===== config.mk =====
export PLATFORM = sky130hd
export DESIGN_NAME = keypad_emulator
export DESIGN_NICKNAME = d
export VERILOG_FILES = /design/src/rtl/keypad_pkg.sv /design/src/rtl/kp_phase_counter.sv /design/src/rtl/keypad_emulator.sv
export SDC_FILE = /design/constraint.sdc
export NUM_CORES = 1
export LEC_CHECK = 0
export ABC_AREA = 1
export BUFFER_PORTS_ARGS = -buffer_cell sky130_fd_sc_hd__buf_2
export CAP_MARGIN = 20
export CELL_PAD_IN_SITES_DETAIL_PLACEMENT = 0
export CELL_PAD_IN_SITES_GLOBAL_PLACEMENT = 1
export CORE_MARGIN = 2
export CORE_UTILIZATION = 43
export CTS_BUF_LIST = sky130_fd_sc_hd__clkbuf_16
export DETAILED_ROUTE_END_ITERATION = 7
export PLACE_DENSITY = 0.94
export SLEW_MARGIN = 10
export SYNTH_ARGS = -nofsm -noshare
export SYNTH_HDL_FRONTEND = slang
export SYNTH_SLANG_ARGS = --single-unit

===== constraint.sdc =====
create_clock -name clk5 -period 2.8 [get_ports clk5]
set_input_delay 0.56 -clock clk5 [delete_from_list [all_inputs] [get_ports clk5]]
set_output_delay 0.56 -clock clk5 [all_outputs]
set_load 0.1 [all_outputs]

===== src/rtl/keypad_pkg.sv =====
// Shared constants, key-code field layout and FSM states for the keypad emulator.
package keypad_pkg;
   localparam int KP_ROWS   = 4;
   localparam int KP_COLS   = 6;
   localparam int KEYCODE_W = 5;
   localparam int ROW_MSB   = 4;
   localparam int ROW_LSB   = 3;
   localparam int COL_MSB   = 2;
   localparam int COL_LSB   = 0;
   localparam int CNT_W     = 16;

   typedef enum logic [2:0] {
      IDLE       = 3'd0,
      BOUNCE_IN  = 3'd1,
      HOLD       = 3'd2,
      BOUNCE_OUT = 3'd3,
      GAP        = 3'd4
   } kp_state_e;

   // Column indices 6 and 7 fit in the field but have no physical column.
   function automatic logic col_valid(input logic [COL_MSB-COL_LSB:0] col);
      return col < 3'(KP_COLS);
   endfunction
endpackage


===== src/rtl/kp_phase_counter.sv =====
// Down-counter for phase timing: loads a length, counts down to 1 and flags the last cycle.
module kp_phase_counter
   import keypad_pkg::*;
#(
   parameter int W = CNT_W
) (
   input  logic         clk,
   input  logic         reset,
   input  logic         load,
   input  logic [W-1:0] load_value,
   output logic         last
);
   logic [W-1:0] count;

   // Holds at 0 once expired so a long idle never wraps back to all ones.
   always_ff @(posedge clk) begin
      if (reset)
         count <= '0;
      else if (load)
         count <= load_value;
      else if (count != '0)
         count <= count - 1'b1;
   end

   assign last = (count == W'(1));
endmodule


===== src/rtl/keypad_emulator.sv =====
// Emulates one key press at a time on a row-scanned keypad, including contact bounce and a release gap.
module keypad_emulator
   import keypad_pkg::*;
#(
   parameter int BOUNCE_CYCLES = 64,
   parameter int BOUNCE_PERIOD = 4,
   parameter int GAP_CYCLES    = 256
) (
   input  logic                 clk5,
   input  logic                 reset,
   input  logic                 press_valid,
   input  logic [KEYCODE_W-1:0] press_code,
   input  logic [CNT_W-1:0]     press_hold,
   output logic                 press_ready,
   output logic                 press_done,
   output logic                 press_err,
   input  logic [KP_ROWS-1:0]   kprow,
   output logic [KP_COLS-1:0]   kpcol,
   output kp_state_e            fsm_state
);
   // Handshake: a request transfers on any cycle with press_valid && press_ready;
   // press_ready is high only in IDLE and nothing is queued while busy.
   localparam int   TOG_W    = (BOUNCE_PERIOD > 1) ? $clog2(BOUNCE_PERIOD) : 1;
   localparam logic [TOG_W-1:0] TOG_LAST = TOG_W'(BOUNCE_PERIOD - 1);
   localparam logic NO_BOUNCE = (BOUNCE_CYCLES == 0);

   kp_state_e                  state;
   logic                       contact;
   logic [ROW_MSB-ROW_LSB:0]   row_q;
   logic [COL_MSB-COL_LSB:0]   col_q;
   logic [CNT_W-1:0]           hold_q;
   logic [CNT_W-1:0]           hold_eff;
   logic [TOG_W-1:0]           tog_cnt;
   logic                       accept;
   logic                       code_ok;
   logic                       phase_load;
   logic [CNT_W-1:0]           phase_value;
   logic                       phase_last;

   assign hold_eff = (press_hold == '0) ? CNT_W'(1) : press_hold;
   assign accept   = press_valid && press_ready && (state == IDLE);
   assign code_ok  = col_valid(press_code[COL_MSB:COL_LSB]);

   // Each phase boundary reloads the counter with the length of the phase being entered.
   always_comb begin
      phase_load  = 1'b0;
      phase_value = '0;
      case (state)
         IDLE: if (accept && code_ok) begin
            phase_load  = 1'b1;
            phase_value = NO_BOUNCE ? hold_eff : CNT_W'(BOUNCE_CYCLES);
         end
         BOUNCE_IN: if (phase_last) begin
            phase_load  = 1'b1;
            phase_value = hold_q;
         end
         HOLD: if (phase_last) begin
            phase_load  = 1'b1;
            phase_value = NO_BOUNCE ? CNT_W'(GAP_CYCLES) : CNT_W'(BOUNCE_CYCLES);
         end
         BOUNCE_OUT: if (phase_last) begin
            phase_load  = 1'b1;
            phase_value = CNT_W'(GAP_CYCLES);
         end
         default: ;
      endcase
   end

   kp_phase_counter #(.W(CNT_W)) u_phase (
      .clk        (clk5),
      .reset      (reset),
      .load       (phase_load),
      .load_value (phase_value),
      .last       (phase_last)
   );

   always_ff @(posedge clk5) begin
      if (reset) begin
         state       <= IDLE;
         contact     <= 1'b0;
         press_ready <= 1'b1;
         press_done  <= 1'b0;
         press_err   <= 1'b0;
         row_q       <= '0;
         col_q       <= '0;
         hold_q      <= '0;
         tog_cnt     <= '0;
      end else begin
         press_done <= 1'b0;
         press_err  <= 1'b0;
         case (state)
            IDLE: if (accept) begin
               if (!code_ok) begin
                  press_err <= 1'b1;
               end else begin
                  row_q       <= press_code[ROW_MSB:ROW_LSB];
                  col_q       <= press_code[COL_MSB:COL_LSB];
                  hold_q      <= hold_eff;
                  contact     <= 1'b1;
                  tog_cnt     <= '0;
                  press_ready <= 1'b0;
                  state       <= NO_BOUNCE ? HOLD : BOUNCE_IN;
               end
            end
            BOUNCE_IN, BOUNCE_OUT: begin
               if (phase_last) begin
                  contact <= (state == BOUNCE_IN);
                  state   <= (state == BOUNCE_IN) ? HOLD : GAP;
               end else if (tog_cnt == TOG_LAST) begin
                  tog_cnt <= '0;
                  contact <= ~contact;
               end else begin
                  tog_cnt <= tog_cnt + 1'b1;
               end
            end
            HOLD: if (phase_last) begin
               contact <= 1'b0;
               tog_cnt <= '0;
               state   <= NO_BOUNCE ? GAP : BOUNCE_OUT;
            end
            GAP: if (phase_last) begin
               press_ready <= 1'b1;
               press_done  <= 1'b1;
               state       <= IDLE;
            end
            default: state <= IDLE;
         endcase
      end
   end

   // Contact only closes the selected column while the scanner drives its row low.
   always_comb begin
      kpcol = '1;
      for (int c = 0; c < KP_COLS; c++)
         if (contact && (col_q == 3'(c)) && !kprow[row_q])
            kpcol[c] = 1'b0;
   end

   assign fsm_state = state;
endmodule


==> results.txt <==
status -> finished, final reports clean
post-DP HPWL -> 4457 um
hold path start -> hold_q[4]
clk_skew -> 0.003343 ns
total track usage -> 19.40%
Die Ht -> 81.42 um
number of hold buffers added after cts -> 0
IR drop worst, VDD -> 506.0 uV
Arr. time, crit path -> 1.60 ns
area of the core -> 5851 um^2
most common cell in the netlist -> nand2_1
Hold Crit Class -> register to register
Reg clk slew, reported paths -> 0.06 ns
Iteration-0 DRC Markers -> 194
Pleak -> 1.464 nW
fin crit share -> 77.00%
Skew-Pair Late Insertion Delay -> 0.28 ns
EDFF count, synth -> 0
diode count -> 0
Syn Std Cell Area -> 2577 um^2
CTS tree -> built
final instance area -> 2958 um^2
Hold Vio Cnt, Final -> 0
WL/cell -> 11.72 um
Root Buffer -> clkbuf_16
CP cell instances -> buf_2, a21oi_1, o21ai_0, nand2_1, nand2_1, nor2_1, nand3_1, buf_2
Vias -> 2411
CTS Sinks -> 46
Max Fanout on Critical Path -> 4
Data required, critical path -> 2.24 ns
post_cts resized -> 0
Hold Crit Depth -> 2
placed cell area -> 2821 um^2
clk buf depth -> 2
largest net degree at the start of global routing -> 37
most area-hungry cell type in the Yosys netlist -> dfxtp_1
row count -> 28
final RePlAce weighted congestion -> 0.8491
Worst Reg-to-Reg Cells -> 7
top_reg_cell synth -> dfxtp_1
Post-synth top cells -> nand2_1, nor2_1, dfxtp_1, inv_1, a21oi_1
vias in the first global route -> 2231
initial antenna violation count -> 0
P&R area growth vs syn -> 14.76%
Synth Warn # -> 0
antenna viol nets, final -> 0
Final min period -> 2.156 ns
#FFs+latches synth -> 46
FF-to-FF Start -> press_ready
Yosys top cell area share -> 35.73%
Vias/cell -> 4.784
Synth Net Count -> 422
final setup margin -> 0.6439 ns
I/O Buffers -> 39
Worst-Margin Slew -> 0.4991 ns
hold slack final -> 0.4583 ns
Slew headroom -> 66.68%
CTS Buf Count -> 5
Die X -> 81.42 um
CP max stage cell -> buf_2
dominant cells by area after synthesis -> dfxtp_1, nand2_1, nor2_1, inv_1, a21oi_1
Worst Hold Endpoint -> u_phase.count[4]
share of cells above drive strength 1 -> 15.85%
I/O pin cnt -> 40
CP peak stage delay -> 0.30 ns
sequential area share after synthesis -> 35.73%
initial core utilization -> 44.05%
Placement Setup Slack -> 0.6310 ns
critical path class -> primary input to output port
fmax -> 0.4638 GHz
Slew Limit Fails -> 0
Max H-tree Level -> 2
Async SR Flop Fraction -> 0%
GRT Residual Overflow -> 0
Syn Area/Cell -> 6.609 um^2
RSZ-0062 raised after global routing -> false
WL final -> 5908 um
die area -> 6629 um^2
Synth Instances -> 390
setup_tns -> 0 ns
# setup viols final -> 0
Worst R2R End -> hold_q[0]
drt pass-1 iters -> 4
synth unique cells -> 32
first-pass GRT wire length -> 10020 um
post-CTS setup buffers -> 0
Max Cap Violations -> 0
DR DRC count -> 0
Pwr Total -> 3.868 mW
startpoint types -> primary input
# fillers -> 585
kind of end point of the critical path -> output port
Nets -> 460
R2R setup slack -> 0.94 ns
pwr dens -> 1308 nW/um^2
[layer usage]
layer	part of all wire [%]	GRT usage (%)
met3	5.7	3.077
met2	45	31.07
met4	1.4	5.763
met5	0	0
met1	47	26.92
[stage by stage]
step | instances | utilization [%]
6_report | 504 | 50.56
5_1_grt | 504 | 50.56
4_1_cts | 504 | 50.56
3_5_place_dp | 496 | 48.23
3_3_place_gp | 496 | 48.23
2_1_floorplan | 390 | -
[critical path: cells and delay by family]
kind,cells,cell delay (ns)
AO/OA/AOI/OAI,2,0.20
buffers and inverters,2,0.39
AND/OR/NAND/NOR,4,0.43
[worst max-delay path by stage]
stage	from	endpoint	slack [ns]	depth (start not counted)
after floorplan	kprow[1]	kpcol[2]	0.42	6
after global placement	kprow[1]	kpcol[3]	0.66	8
after detailed placement	kprow[1]	kpcol[2]	0.63	8
after CTS	kprow[1]	kpcol[2]	0.63	8
after global routing	kprow[1]	kpcol[2]	0.48	8
final	kprow[1]	kpcol[2]	0.64	8
[report_power, final]
part / switching (mW) / internal [mW]
combinational: 1.52 / 0.711
clock: 0.239 / 0.322
sequential: 0.194 / 0.883
total: 1.95 / 1.92
[cells by family after synthesis]
family | after synthesis | share of synthesized area, %
fa+ha+maj | 4 | 1.942
flops | 46 | 35.73
simple gates | 219 | 39.51
buf+inv | 56 | 8.883
xor+xnor | 7 | 2.379
compound gates | 58 | 11.55
[state kept, by name, summed over array words and instances, names as in the netlist]
name	flops
press_ready	1
hold_q	16
row_q	2
u_phase.count	16
press_err	1
fsm_state	3
contact	1
col_q	3
tog_cnt	2
press_done	1
[layout by cell type, fill, tap and decap left out, drive strengths merged]
| master | n |
|---|---|
| nand2 | 104 |
| nor2 | 76 |
| dfxtp | 46 |
| inv | 45 |
| buf | 40 |
| a21oi | 29 |
| o21ai | 26 |
| nand3 | 17 |
| nand4 | 11 |
| nand3b | 6 |
| clkinv | 5 |
| clkbuf | 5 |
| xor2 | 4 |
| ha | 4 |
| o211ai | 3 |
| xnor2 | 3 |
| nor3 | 3 |
| nor4 | 1 |
| or2 | 1 |
[final cells by class]
type                    count  area (um^2)  share of cell area (%)
well taps                  75        93.84                   3.173
repair buffers             40        202.7                   6.853
flip-flops and latches     46        920.9                   31.13
multi-input cells         288         1428                   48.27
inverters                  47        176.4                   5.964
clock inverters             3        11.26                  0.3807
clock buffers               5        125.1                   4.230
(Power assumes the default switching activity.)
